[src/rtl/sd_pkg.sv]
// -----------------------------------------------------------------------------
// sd_pkg
//   Shared types and constants for the sector-transfer responder.
//   - sd_state_e   : responder FSM states (IDLE, WAIT, XFER, DONE)
//   - SECTOR_BYTES : bytes per sector
//   - SECTOR_AW    : width of the byte index within a sector
//   - lba_in_range : true when an LBA lies inside the 2^lba_bits image
// -----------------------------------------------------------------------------
package sd_pkg;

    typedef enum logic [1:0] {
        IDLE = 2'd0,
        WAIT = 2'd1,
        XFER = 2'd2,
        DONE = 2'd3
    } sd_state_e;

    localparam int SECTOR_BYTES = 512;
    localparam int SECTOR_AW    = 9;

    // Any set bit above the mapped LBA range makes the request out of range.
    function automatic logic lba_in_range(input logic [31:0] lba,
                                          input int unsigned lba_bits);
        return (lba >> lba_bits) == 32'd0;
    endfunction

endpackage

[src/rtl/sd_byte_sequencer.sv]
// -----------------------------------------------------------------------------
// sd_byte_sequencer
//   Walks the 512 bytes of one sector while run_i is high. Each byte takes
//   BYTE_CYCLES clocks: phase 0 issues the backing read (read direction) or
//   presents the byte index to the initiator buffer (write direction); phase 1
//   captures the returned byte. Captured data appears on the registered
//   outputs in the following cycle, so the final byte's strobe / write pulse
//   lands in the cycle after run_i drops.
//
// Ports
//   clk_i, reset_i       clock, synchronous active-high reset
//   run_i                transfer active (counters held at 0 when low)
//   rd_i                 1 = read (memory -> initiator), 0 = write
//   in_range_i           request LBA maps onto backing memory
//   lba_i                mapped LBA bits of the current request
//   mem_rdata_i          backing read data (valid the cycle after mem_rd_o)
//   sd_din_i             initiator buffer data (one cycle after sd_buff_addr_o)
//   sd_buff_addr_o       byte index toward the initiator
//   sd_dout_o            read data toward the initiator
//   sd_dout_strobe_o     one-cycle pulse, coincident with sd_dout_o
//   mem_addr_o           backing address {lba, byte}
//   mem_rd_o             backing read request
//   mem_we_o             backing write pulse
//   mem_wdata_o          backing write data
//   last_o               final cycle of the final byte period
// -----------------------------------------------------------------------------
module sd_byte_sequencer
    import sd_pkg::*;
#(
    parameter int          LBA_BITS    = 4,
    parameter int          BYTE_CYCLES = 2,
    parameter logic [7:0]  FILL_BYTE   = 8'hFF
) (
    input  logic                    clk_i,
    input  logic                    reset_i,
    input  logic                    run_i,
    input  logic                    rd_i,
    input  logic                    in_range_i,
    input  logic [LBA_BITS-1:0]     lba_i,
    input  logic [7:0]              mem_rdata_i,
    input  logic [7:0]              sd_din_i,
    output logic [SECTOR_AW-1:0]    sd_buff_addr_o,
    output logic [7:0]              sd_dout_o,
    output logic                    sd_dout_strobe_o,
    output logic [LBA_BITS+8:0]     mem_addr_o,
    output logic                    mem_rd_o,
    output logic                    mem_we_o,
    output logic [7:0]              mem_wdata_o,
    output logic                    last_o
);

    localparam int PH_W = (BYTE_CYCLES > 1) ? $clog2(BYTE_CYCLES) : 1;
    localparam logic [SECTOR_AW-1:0] LAST_BYTE = SECTOR_AW'(SECTOR_BYTES - 1);

    logic [PH_W-1:0]          phase_q, phase_d;
    logic [SECTOR_AW-1:0]     byte_q, byte_d;
    logic                     strobe_q, strobe_d;
    logic [7:0]               dout_q, dout_d;
    logic [SECTOR_AW-1:0]     rd_addr_q, rd_addr_d;
    logic                     we_q, we_d;
    logic [7:0]               wdata_q, wdata_d;
    logic [LBA_BITS+8:0]      waddr_q, waddr_d;

    logic phase_first;
    logic phase_last;
    logic byte_last;
    logic capture;

    assign phase_first = (phase_q == '0);
    assign phase_last  = (phase_q == PH_W'(BYTE_CYCLES - 1));
    assign byte_last   = (byte_q == LAST_BYTE);
    assign capture     = run_i && (phase_q == PH_W'(1));

    always_comb begin
        phase_d   = phase_q;
        byte_d    = byte_q;
        strobe_d  = 1'b0;
        dout_d    = dout_q;
        rd_addr_d = rd_addr_q;
        we_d      = 1'b0;
        wdata_d   = wdata_q;
        waddr_d   = waddr_q;

        if (!run_i) begin
            phase_d = '0;
            byte_d  = '0;
        end else if (phase_last) begin
            phase_d = '0;
            // Hold at 511 so the counter never rolls into a second sector.
            if (!byte_last) begin
                byte_d = byte_q + SECTOR_AW'(1);
            end
        end else begin
            phase_d = phase_q + PH_W'(1);
        end

        if (capture && rd_i) begin
            strobe_d  = 1'b1;
            dout_d    = in_range_i ? mem_rdata_i : FILL_BYTE;
            rd_addr_d = byte_q;
        end else if (!run_i) begin
            // Outside a transfer the index returns to 0 once the last strobe
            // has been presented.
            rd_addr_d = '0;
        end

        if (capture && !rd_i) begin
            we_d    = in_range_i;
            wdata_d = sd_din_i;
            waddr_d = {lba_i, byte_q};
        end
    end

    always_ff @(posedge clk_i) begin
        if (reset_i) begin
            phase_q   <= '0;
            byte_q    <= '0;
            strobe_q  <= 1'b0;
            dout_q    <= '0;
            rd_addr_q <= '0;
            we_q      <= 1'b0;
            wdata_q   <= '0;
            waddr_q   <= '0;
        end else begin
            phase_q   <= phase_d;
            byte_q    <= byte_d;
            strobe_q  <= strobe_d;
            dout_q    <= dout_d;
            rd_addr_q <= rd_addr_d;
            we_q      <= we_d;
            wdata_q   <= wdata_d;
            waddr_q   <= waddr_d;
        end
    end

    // Write direction shows the live byte counter so the initiator buffer can
    // return sd_din one cycle later; read direction shows the index of the
    // byte currently on sd_dout.
    assign sd_buff_addr_o   = (run_i && !rd_i) ? byte_q : rd_addr_q;
    assign sd_dout_o        = dout_q;
    assign sd_dout_strobe_o = strobe_q;
    assign mem_rd_o         = run_i && rd_i && in_range_i && phase_first;
    assign mem_addr_o       = we_q ? waddr_q : {lba_i, byte_q};
    assign mem_we_o         = we_q;
    assign mem_wdata_o      = wdata_q;
    assign last_o           = run_i && phase_last && byte_last;

endmodule

[src/rtl/sd_block_responder.sv]
// -----------------------------------------------------------------------------
// sd_block_responder
//   Responder end of the sd_lba / sd_rd / sd_wr / sd_ack sector protocol,
//   serving 512-byte sectors from a byte-wide synchronous backing memory, and
//   presenting an image on a mount pulse.
//
//   Handshake: a request is a level on sd_rd / sd_wr sampled only in IDLE
//   (read wins when both are high). sd_lba is latched on acceptance. sd_ack
//   rises ACK_DELAY cycles after acceptance and stays high for exactly
//   512*BYTE_CYCLES cycles; the initiator drops its request on the ack rise
//   and may raise the next one on the ack fall. Each read byte is delivered
//   by a one-cycle sd_dout_strobe with sd_dout/sd_buff_addr valid in the same
//   cycle; write bytes are fetched by presenting sd_buff_addr and sampling
//   sd_din one cycle later.
//
// Ports
//   clk_sys, reset       clock, synchronous active-high reset
//   sd_lba, sd_rd, sd_wr request from the initiator
//   sd_ack               transfer in progress
//   sd_buff_addr         byte index within the sector
//   sd_dout, sd_dout_strobe  read data and its valid pulse
//   sd_din               initiator buffer data
//   mem_addr, mem_rd, mem_rdata, mem_we, mem_wdata  backing memory port
//   mount, img_mounted, img_size  image presentation
//   err                  one-cycle pulse on an out-of-range request
//   dbg_state            current FSM state (sd_state_e encoding)
// -----------------------------------------------------------------------------
module sd_block_responder
    import sd_pkg::*;
#(
    parameter int          LBA_BITS    = 4,
    parameter int          ACK_DELAY   = 4,
    parameter int          BYTE_CYCLES = 2,
    parameter logic [7:0]  FILL_BYTE   = 8'hFF
) (
    input  logic                    clk_sys,
    input  logic                    reset,
    input  logic [31:0]             sd_lba,
    input  logic                    sd_rd,
    input  logic                    sd_wr,
    output logic                    sd_ack,
    output logic [8:0]              sd_buff_addr,
    output logic [7:0]              sd_dout,
    output logic                    sd_dout_strobe,
    input  logic [7:0]              sd_din,
    output logic [LBA_BITS+8:0]     mem_addr,
    output logic                    mem_rd,
    input  logic [7:0]              mem_rdata,
    output logic                    mem_we,
    output logic [7:0]              mem_wdata,
    input  logic                    mount,
    output logic                    img_mounted,
    output logic [31:0]             img_size,
    output logic                    err,
    output logic [1:0]              dbg_state
);

    localparam int          WAIT_W    = (ACK_DELAY > 1) ? $clog2(ACK_DELAY) : 1;
    localparam logic [31:0] IMG_BYTES = 32'(SECTOR_BYTES) << LBA_BITS;

    sd_state_e              state_q, state_d;
    logic [WAIT_W-1:0]      wait_q, wait_d;
    logic [LBA_BITS-1:0]    lba_q, lba_d;
    logic                   rd_q, rd_d;
    logic                   in_range_q, in_range_d;
    logic                   err_q, err_d;
    logic [31:0]            img_size_q, img_size_d;
    logic                   mount_dly_q;
    logic                   img_mounted_q;

    logic                   req_in_range;
    logic                   run;
    logic                   last;

    assign req_in_range = lba_in_range(sd_lba, LBA_BITS);
    assign run          = (state_q == XFER);

    always_comb begin
        state_d    = state_q;
        wait_d     = '0;
        lba_d      = lba_q;
        rd_d       = rd_q;
        in_range_d = in_range_q;
        err_d      = 1'b0;
        img_size_d = mount ? IMG_BYTES : img_size_q;

        case (state_q)
            IDLE: begin
                if (sd_rd || sd_wr) begin
                    state_d    = WAIT;
                    lba_d      = sd_lba[LBA_BITS-1:0];
                    rd_d       = sd_rd;
                    in_range_d = req_in_range;
                    err_d      = !req_in_range;
                end
            end
            WAIT: begin
                if (wait_q == WAIT_W'(ACK_DELAY - 1)) begin
                    state_d = XFER;
                end else begin
                    wait_d = wait_q + WAIT_W'(1);
                end
            end
            XFER: begin
                if (last) begin
                    state_d = DONE;
                end
            end
            DONE: begin
                state_d = IDLE;
            end
            default: begin
                state_d = IDLE;
            end
        endcase
    end

    always_ff @(posedge clk_sys) begin
        if (reset) begin
            state_q       <= IDLE;
            wait_q        <= '0;
            lba_q         <= '0;
            rd_q          <= 1'b0;
            in_range_q    <= 1'b0;
            err_q         <= 1'b0;
            img_size_q    <= '0;
            mount_dly_q   <= 1'b0;
            img_mounted_q <= 1'b0;
        end else begin
            state_q       <= state_d;
            wait_q        <= wait_d;
            lba_q         <= lba_d;
            rd_q          <= rd_d;
            in_range_q    <= in_range_d;
            err_q         <= err_d;
            img_size_q    <= img_size_d;
            // img_size moves first, img_mounted follows a cycle later so the
            // consumer always sees the new size when the pulse arrives.
            mount_dly_q   <= mount;
            img_mounted_q <= mount_dly_q;
        end
    end

    sd_byte_sequencer #(
        .LBA_BITS    (LBA_BITS),
        .BYTE_CYCLES (BYTE_CYCLES),
        .FILL_BYTE   (FILL_BYTE)
    ) u_seq (
        .clk_i            (clk_sys),
        .reset_i          (reset),
        .run_i            (run),
        .rd_i             (rd_q),
        .in_range_i       (in_range_q),
        .lba_i            (lba_q),
        .mem_rdata_i      (mem_rdata),
        .sd_din_i         (sd_din),
        .sd_buff_addr_o   (sd_buff_addr),
        .sd_dout_o        (sd_dout),
        .sd_dout_strobe_o (sd_dout_strobe),
        .mem_addr_o       (mem_addr),
        .mem_rd_o         (mem_rd),
        .mem_we_o         (mem_we),
        .mem_wdata_o      (mem_wdata),
        .last_o           (last)
    );

    assign sd_ack      = run;
    assign err         = err_q;
    assign img_size    = img_size_q;
    assign img_mounted = img_mounted_q;
    assign dbg_state   = state_q;

endmodule

[config.mk]
export PLATFORM = sky130hd
export DESIGN_NAME = sd_block_responder
export DESIGN_NICKNAME = d
export VERILOG_FILES = /design/src/rtl/sd_pkg.sv /design/src/rtl/sd_byte_sequencer.sv /design/src/rtl/sd_block_responder.sv
export SDC_FILE = /design/constraint.sdc
export NUM_CORES = 1
export LEC_CHECK = 0
export BUFFER_PORTS_ARGS = -buffer_cell sky130_fd_sc_hd__buf_2
export CORE_MARGIN = 4
export CORE_UTILIZATION = 31
export CTS_BUF_LIST = sky130_fd_sc_hd__clkbuf_8
export CTS_CLUSTER_SIZE = 28
export DETAILED_ROUTE_END_ITERATION = 8
export GPL_ROUTABILITY_DRIVEN = 1
export PLACE_DENSITY_LB_ADDON = 0.3
export SLEW_MARGIN = 15
export SYNTH_ARGS = -nofsm -noshare
export SYNTH_HDL_FRONTEND = slang
export SYNTH_HIERARCHICAL = 1
export SYNTH_SLANG_ARGS = --single-unit
[constraint.sdc]
create_clock -name clk_sys -period 2.49 [get_ports clk_sys]
set_input_delay 0.498 -clock clk_sys [delete_from_list [all_inputs] [get_ports clk_sys]]
set_output_delay 0.498 -clock clk_sys [all_outputs]
set_load 0.005 [all_outputs]
==> run summary, run 1 <==
• **Placement Setup Slack** 0.384 ns
• **DR vias** 2523
• **number of antenna diodes** 0
• **netlist area before placement** 2980 sq um
• **final setup TNS** 0 ns
• **switching power** 755 uW
• **Seq cells post-synth** 64
• **Hold-fix buffers, CTS** 0
• **Arr. time, crit path** 1.77 ns
• **insertion delay of the later-clocked pin in the worst-skew pair** 0.34 ns
• **final setup slack of the worst path** 0.221 ns
• **critical path's top delay family** buffers and inverters
• **ordered list of cells on the worst path** inv_1 > ha_1 > nor2b_1 > buf_4 > mux2_2 > buf_2
• **minimum period implied by the final worst setup slack** 2.27 ns
• **area added between synthesis and finish** 23.1%
• **CTS tree** built
• **first element of the critical path** dbg_state[0]
• **count of nets left with antenna violations after detail routing** 0
• **portion of total power attributed to the clock network** 0.360
• **worst min-delay path category** input port to register
• **pin count of the biggest net entering global routing** 46
• **IO buf count** 99
• **Mean Syn Cell Area** 9.04 sq um
• **period utilisation layout** 0.911
• **reg2reg start** u_seq/byte_q[0]
• **proportion of power drawn by flip-flops and latches** 0.445
• **detailed placement HPWL** 5240 microns
• **endpoints failing hold** 0
• **die outline area** 11300 sq um
• **layout net count** 487
• **clock transition at the register clock pins on the worst setup and hold paths after CTS** 0.08 ns
• **logic gate share of total power** 0.195
• **fraction of post-synthesis cell area in the top cell type by area** 0.429
• **number of synthesized flops with an enable pin** 0
• **endpoint of the most critical register-to-register path** dbg_state[1]
• **worst setup path endpoint** sd_buff_addr[0]
• **Buf+Inv Stages, Crit Path** 3
• **die height** 106 microns
• **overflow left after global routing** 0
• **number of stages on the worst setup path** 6
• **ratio of cells with drive above 1 in the final layout** 0.343
• **depth of the worst register-to-register path** 9
• **total number of yosys warnings** 6
• **routability congestion estimate** 0.755
• **part of the Yosys area used for sequential elements** 0.429
• **maximum buffer depth of the clock tree** 2
• **global routing usage summed across all routing layers** 0.129
• **most instantiated flip-flop cell in the synthesis netlist** dfxtp_1
• **Int Power** 1.77 mW
• **average detailed-routed wire length per instance** 12.8 microns
• **Synth async-reset ratio** 0
• **Synth top cells by count** dfxtp_1 (64), nand2_1 (48), buf_4 (34)
• **wire length of the first global-routing pass** 11800 microns
• **setup slack, reg-to-reg** 0.37 ns
• **die extent in x** 106 microns
• **cell area power density** 688 nW/um^2
• **crit path max fanout** 9
• **max-capacitance violation count** 0
• **Worst Path Required** 1.99 ns
• **worst-margin pin slew** 0.868 ns
• **setup clock skew after layout** 0.00838 ns
• **core outline area** 9280 sq um
• **1st-iter DRT viols** 84
• **count of instances resized after the clock tree is built** 0
• **RSZ-0062 raised after global routing** false
• **library cells used by synthesis** 38
• **number of buffers inserted during clock tree synthesis** 9
• **dominant cell by count in the synthesized netlist** dfxtp_1
• **Critical Path Slowest Stage Cell** mux2_2
• **Final setup violation count** 0
• **Rel. slew slack** 0.421
• **placement row count** 35
• **peak per-stage delay on the critical path** 0.36 ns
• **cell type with the highest aggregate area in the netlist** dfxtp_1
• **remaining routing DRC violations** 0
• **number of sinks driven by the clock tree** 64
• **Post CTS Setup Buffer Count** 0
• **DR vias/cell** 4.50
• **result of the run** complete, no violations
• **Peak supply drop** 0.000262 V
• **Overall Power** 2.53 mW
• **antenna violations before repair** 0
• **cell types with the largest area share after synthesis** dfxtp_1 (43%), buf_4 (8.6%), mux2_2 (7.9%), nand2_1 (6.0%), a21oi_1 (5.0%)
• **fmax** 0.441 GHz
• **detailed-route wire length** 7180 microns
• **I/O pin total** 131
• **first drt pass iteration count** 4
• **static leakage** 1.68 nW
• **initial core utilization** 0.321
• **number of global-route vias before repair** 2474
• **H-tree lvl count** 3
• **root buffer cell** clkbuf_8
• **Syn Inst Count** 330
• **switch share** 0.299
• **Crit Path Class** register to primary output
• **final count of pins violating max slew** 0
• **kind of end point of the critical path** primary output
• **nature of the critical path startpoint** register
==> tightest hold or removal path, cell delays in order <==
cell and delay, ns:
buf_2 0.08, nor2_1 0.03, nor2_1 0.06
==> cell usage in the layout (no fill, tap or decap), types with 4 or more instances in the layout <==
cell and n:
o21ai_0 4, buf_2 99, a311oi_1 8, dfxtp_1 64, nor2_1 24, mux2i_1 7, a22o_1 9, a21oi_1 30
inv_1 12, conb_1 31, nand2_1 48, mux2_2 21, nor4_1 6, nor2b_1 5, buf_4 8, ha_1 7
clkbuf_8 9
==> power by group through the flow <==
stage	Combinational [mW]	Sequential, mW	Clock (mW)
2_1_floorplan	0.374	1.14	0
3_3_place_gp	0.493	1.15	0
3_5_place_dp	0.502	1.15	0
4_1_cts	0.503	1.13	0.938
5_1_grt	0.553	1.13	0.986
6_report	0.493	1.13	0.910
==> how the worst min path moves through the flow <==
stage / from / endpoint / cells past startpoint
2_1_floorplan: wait_q[0] / wait_q[0] / 1
3_3_place_gp: wait_q[0] / wait_q[0] / 1
3_5_place_dp: wait_q[0] / wait_q[0] / 1
4_1_cts: mount / img_size[13] / 3
5_1_grt: sd_din[2] / u_seq/mem_wdata_o[2] / 3
6_report: mount / img_size[13] / 3
==> layout make-up <==
type                       instances  area (sq um)
fill                             988          5610
tap                              129           161
multi-input combinational        233          1430
clock buffer                       9           124
sequential                        64          1280
timing repair buffer             107           556
inverter                          12          45.0
clock inverter                     7          78.8
==> through the flow <==
step	util	hold WS [ns]	cells	instance area, sq um
5_1_grt	0.396	0.389	561	3670
6_report	0.396	0.380	561	3670
4_1_cts	0.396	0.365	561	3670
3_5_place_dp	0.374	0.423	545	3470
2_1_floorplan	-	0.402	360	3100
3_3_place_gp	0.374	0.412	545	3470
==> flip-flops by register name, indices dropped and copies added, names as in the netlist <==
signal                  cells
dbg_state                   2
err                         1
img_mounted                 1
img_size                    1
in_range_q                  1
lba_q                       4
mount_dly_q                 1
rd_q                        1
u_seq/byte_q                9
u_seq/mem_wdata_o           8
u_seq/mem_we_o              1
u_seq/phase_last            1
u_seq/rd_addr_q             9
u_seq/sd_dout_o             8
u_seq/sd_dout_strobe_o      1
u_seq/waddr_q              13
wait_q                      2
==> cell families (layout without fill, tap and decap cells) <==
kind of cell    Yosys count  count (layout)  share of synthesized area
mux                      28              28                      0.103
compound gates           56              56                      0.123
xor+xnor                  2               2                    0.00587
flops                    64              64                      0.429
other cells               1              31                    0.00126
fa+ha+maj                 7               7                     0.0293
buf+inv                  63             135                      0.130
simple gates            109             109                      0.179
==> metal layers <==
metal | GRT usage | share of wire
met2 | 0.219 | 0.47
met5 | 0 | 0
met1 | 0.156 | 0.45
met3 | 0.0334 | 0.068
met4 | 0.0500 | 0.012
(Power assumes the default switching activity.)
==> inputs of run 2 (changes only) <==
SYNTH_HIERARCHICAL = default   (was 1)
==> run summary, run 2 <==
• **result of the run** complete, no violations, unchanged
• **Synth top cells by count** dfxtp_1 (64), nand2_1 (58), a21oi_1 (32), was dfxtp_1 (64), nand2_1 (48), buf_4 (34)
• **placement row count** 35, unchanged
• **detailed-route wire length** 7400 microns, was 7180 microns
• **1st-iter DRT viols** 77, was 84
• **share of synthesized area spent on multiplexers** 0.107, was 0.103
• **number of buffers inserted during clock tree synthesis** 9, unchanged
• **pin count of the biggest net entering global routing** 29, was 46
• **first drt pass iteration count** 6, was 4
• **setup clock skew after layout** 0.00704 ns, was 0.00838 ns
• **ratio of cells with drive above 1 in the final layout** 0.312, was 0.343
• **total number of yosys warnings** 0, was 6
• **dominant combinational cell family by area after synthesis** simple AND/OR/NAND/NOR gates, unchanged
• **crit path max fanout** 11, was 9
• **final setup TNS** 0 ns, unchanged
• **Crit Path Class** register to primary output, unchanged
• **Hold-fix buffers, CTS** 0, unchanged
• **endpoints failing hold** 0, unchanged
• **Mean Syn Cell Area** 8.63 sq um, was 9.04 sq um
• **fraction of post-synthesis cell area in the top cell type by area** 0.433, was 0.429
• **Peak supply drop** 0.000500 V, was 0.000262 V
• **final setup slack of the worst path** 0.202 ns, was 0.221 ns
• **Final setup violation count** 0, unchanged
• **Synth async-reset ratio** 0, unchanged
• **maximum buffer depth of the clock tree** 2, unchanged
• **H-tree lvl count** 3, unchanged
• **fmax** 0.437 GHz, was 0.441 GHz
• **die height** 106 microns, about the same
• **core outline area** 9280 sq um, unchanged
• **library cells used by synthesis** 35, was 38
• **number of synthesized flops with an enable pin** 0, unchanged
• **Worst Path Required** 1.99 ns, about the same
• **cell type with the highest aggregate area in the netlist** dfxtp_1, unchanged
• **number of sinks driven by the clock tree** 64, unchanged
• **I/O pin total** 131, unchanged
• **critical hold path startpoint** mount, unchanged
• **most instantiated flip-flop cell in the synthesis netlist** dfxtp_1, unchanged
• **DR vias/cell** 4.41, was 4.50
• **Rel. slew slack** 0.547, was 0.421
• **biggest registers after layout** u_seq.waddr_q: 13 flops, u_seq.byte_q: 9 flops, u_seq.rd_addr_q: 9 flops, was u_seq/waddr_q: 13 flops, u_seq/byte_q: 9 flops, u_seq/rd_addr_q: 9 flops
• **share of the synthesized netlist area taken by xor and xnor gates** 0.0207, was 0.00587
• **Overall Power** 2.61 mW, was 2.53 mW
• **IO buf count** 99, unchanged
• **die extent in x** 106 microns, about the same
• **number of global-route vias before repair** 2404, was 2474
• **RSZ-0062 raised after global routing** false, unchanged
• **layout net count** 500, was 487
• **period utilisation layout** 0.919, was 0.911
• **fraction of the mapped netlist area in simple logic gates** 0.230, was 0.179
• **area added between synthesis and finish** 25.0%, was 23.1%
• **part of the Yosys area used for sequential elements** 0.433, was 0.429
• **clock transition at the register clock pins on the worst setup and hold paths after CTS** 0.06 ns, was 0.08 ns
• **post-synthesis compound-gate area fraction** 0.0655, was 0.123
• **Seq cells post-synth** 64, unchanged
• **remaining routing DRC violations** 0, unchanged
• **Placement Setup Slack** 0.355 ns, was 0.384 ns
• **root buffer cell** clkbuf_8, unchanged
• **overflow left after global routing** 0, unchanged
• **worst min-delay path category** input port to register, unchanged
• **largest register by flop count** u_seq.waddr_q, was u_seq/waddr_q
• **setup slack, reg-to-reg** 0.32 ns, was 0.37 ns
• **cell area power density** 705 nW/um^2, was 688 nW/um^2
• **final count of pins violating max slew** 0, unchanged
• **die outline area** 11200 sq um, was 11300 sq um
• **static leakage** 1.65 nW, was 1.68 nW
• **minimum period implied by the final worst setup slack** 2.29 ns, was 2.27 ns
• **worst-margin pin slew** 0.680 ns, was 0.868 ns
• **antenna violations before repair** 0, unchanged
• **initial core utilization** 0.319, was 0.321
• **CTS tree** built, unchanged
• **max-capacitance violation count** 0, unchanged
• **reg2reg start** u_seq.byte_q[0], was u_seq/byte_q[0]
• **number of stages on the worst hold path** 3, unchanged
• **DR vias** 2530, was 2523
• **depth of the worst register-to-register path** 8, was 9
• **average detailed-routed wire length per instance** 12.9 microns, was 12.8 microns
• **Arr. time, crit path** 1.79 ns, was 1.77 ns
• **dominant cell by count in the synthesized netlist** dfxtp_1, unchanged
• **Finished Cell Area** 3700 sq um, was 3670 sq um
• **detailed placement HPWL** 5430 microns, was 5240 microns
• **core utilization of the finished layout** 0.399, was 0.396
• **endpoint of the most critical register-to-register path** dbg_state[1], unchanged
• **wire length of the first global-routing pass** 11900 microns, was 11800 microns
• **kind of end point of the critical path** primary output, unchanged
• **worst hold path endpoint** img_size[13], unchanged
• **instance area at placement** 3480 sq um, was 3470 sq um
• **most frequent cells in the layout** buf_2 (99), dfxtp_1 (64), nand2_1 (58), was buf_2 (99), dfxtp_1 (64), nand2_1 (48)
• **count of nets left with antenna violations after detail routing** 0, unchanged
• **Syn Inst Count** 343, was 330
• **number of antenna diodes** 0, unchanged
• **nature of the critical path startpoint** register, unchanged
• **routability congestion estimate** 0.724, was 0.755
• **cell types with the largest area share after synthesis** dfxtp_1 (43%), buf_4 (7.9%), nand2_1 (7.4%), a21oi_1 (5.4%), mux2_1 (4.2%), was dfxtp_1 (43%), buf_4 (8.6%), mux2_2 (7.9%), nand2_1 (6.0%), a21oi_1 (5.0%)
• **global routing usage summed across all routing layers** 0.134, was 0.129
• **post-synthesis adder-cell area fraction** 0.0296, was 0.0294
• **most frequent standard cell in the layout excluding fill and tap cells** buf_2, unchanged
• **insertion delay of the later-clocked pin in the worst-skew pair** 0.34 ns, about the same
• **max FFs per register** 13, unchanged
• **netlist area before placement** 2960 sq um, was 2980 sq um
run 2: cell types whose count changed in the layout (fill, tap and decap cells not counted), moves of 8 or more:
cell / change
inv_1: -10
mux2_2: -10
nor3_1: +8
a22o_1: -9
a311oi_1: -8
nand2_1: +10
mux2_1: +11
run 2: through the flow:
stage | instances | hold slack, ns
detailed placement | 558 | 0.419
global placement | 558 | 0.416
global route | 574 | 0.369
CTS | 574 | 0.358
finish | 574 | 0.376
floorplan | 373 | 0.407
run 2: final cells by class:
class                           instances  area, sq um
Tap cell                              129          161
Fill cell                             968         5580
Clock buffer                           10          138
Multi-Input combinational cell        253         1460
Timing Repair Buffer                  108          563
Inverter                                4         15.0
Sequential cell                        64         1280
Clock inverter                          6         82.6
run 2: cells by family after synthesis:
family / Yosys count
compound gates: 35
xor+xnor: 7
fa+ha+maj: 7
buf+inv: 56
flops: 64
mux: 29
other cells: 1
simple gates: 144
run 2: repair_timing:
item / CTS / global route
endpoints found under the hold margin: 0 / 0
setup endpoints to repair: 0 / 9
buffers inserted: 0 / 0
gates resized for setup: 0 / 1
run 2: where the power goes:
group          internal [mW]  leakage [nW]  switching, mW
sequential              1.08         0.518         0.0429
combinational          0.216          1.02          0.288
clock                  0.585         0.112          0.400
run 2: critical path: stages (launching register included):
cell	delay, ns
dfxtp_1	0.38
inv_1	0.10
ha_1	0.23
nand2b_2	0.24
mux2_1	0.37
buf_2	0.13
run 2: layer usage:
layer / part of all wire / GRT usage
met5: 0 / 0
met4: 0.011 / 0.0315
met3: 0.064 / 0.0563
met2: 0.50 / 0.224
met1: 0.43 / 0.160
run 2: how the worst max path moves through the flow:
stage | from | to | cells after the start
after floorplan | dbg_state[0] | sd_buff_addr[0] | 5
after global placement | u_seq.byte_q[0] | dbg_state[1] | 8
after detailed placement | dbg_state[0] | u_seq.mem_wdata_o[6] | 7
after CTS | dbg_state[0] | sd_buff_addr[1] | 5
after global routing | dbg_state[0] | sd_buff_addr[3] | 5
final | dbg_state[0] | sd_buff_addr[1] | 5
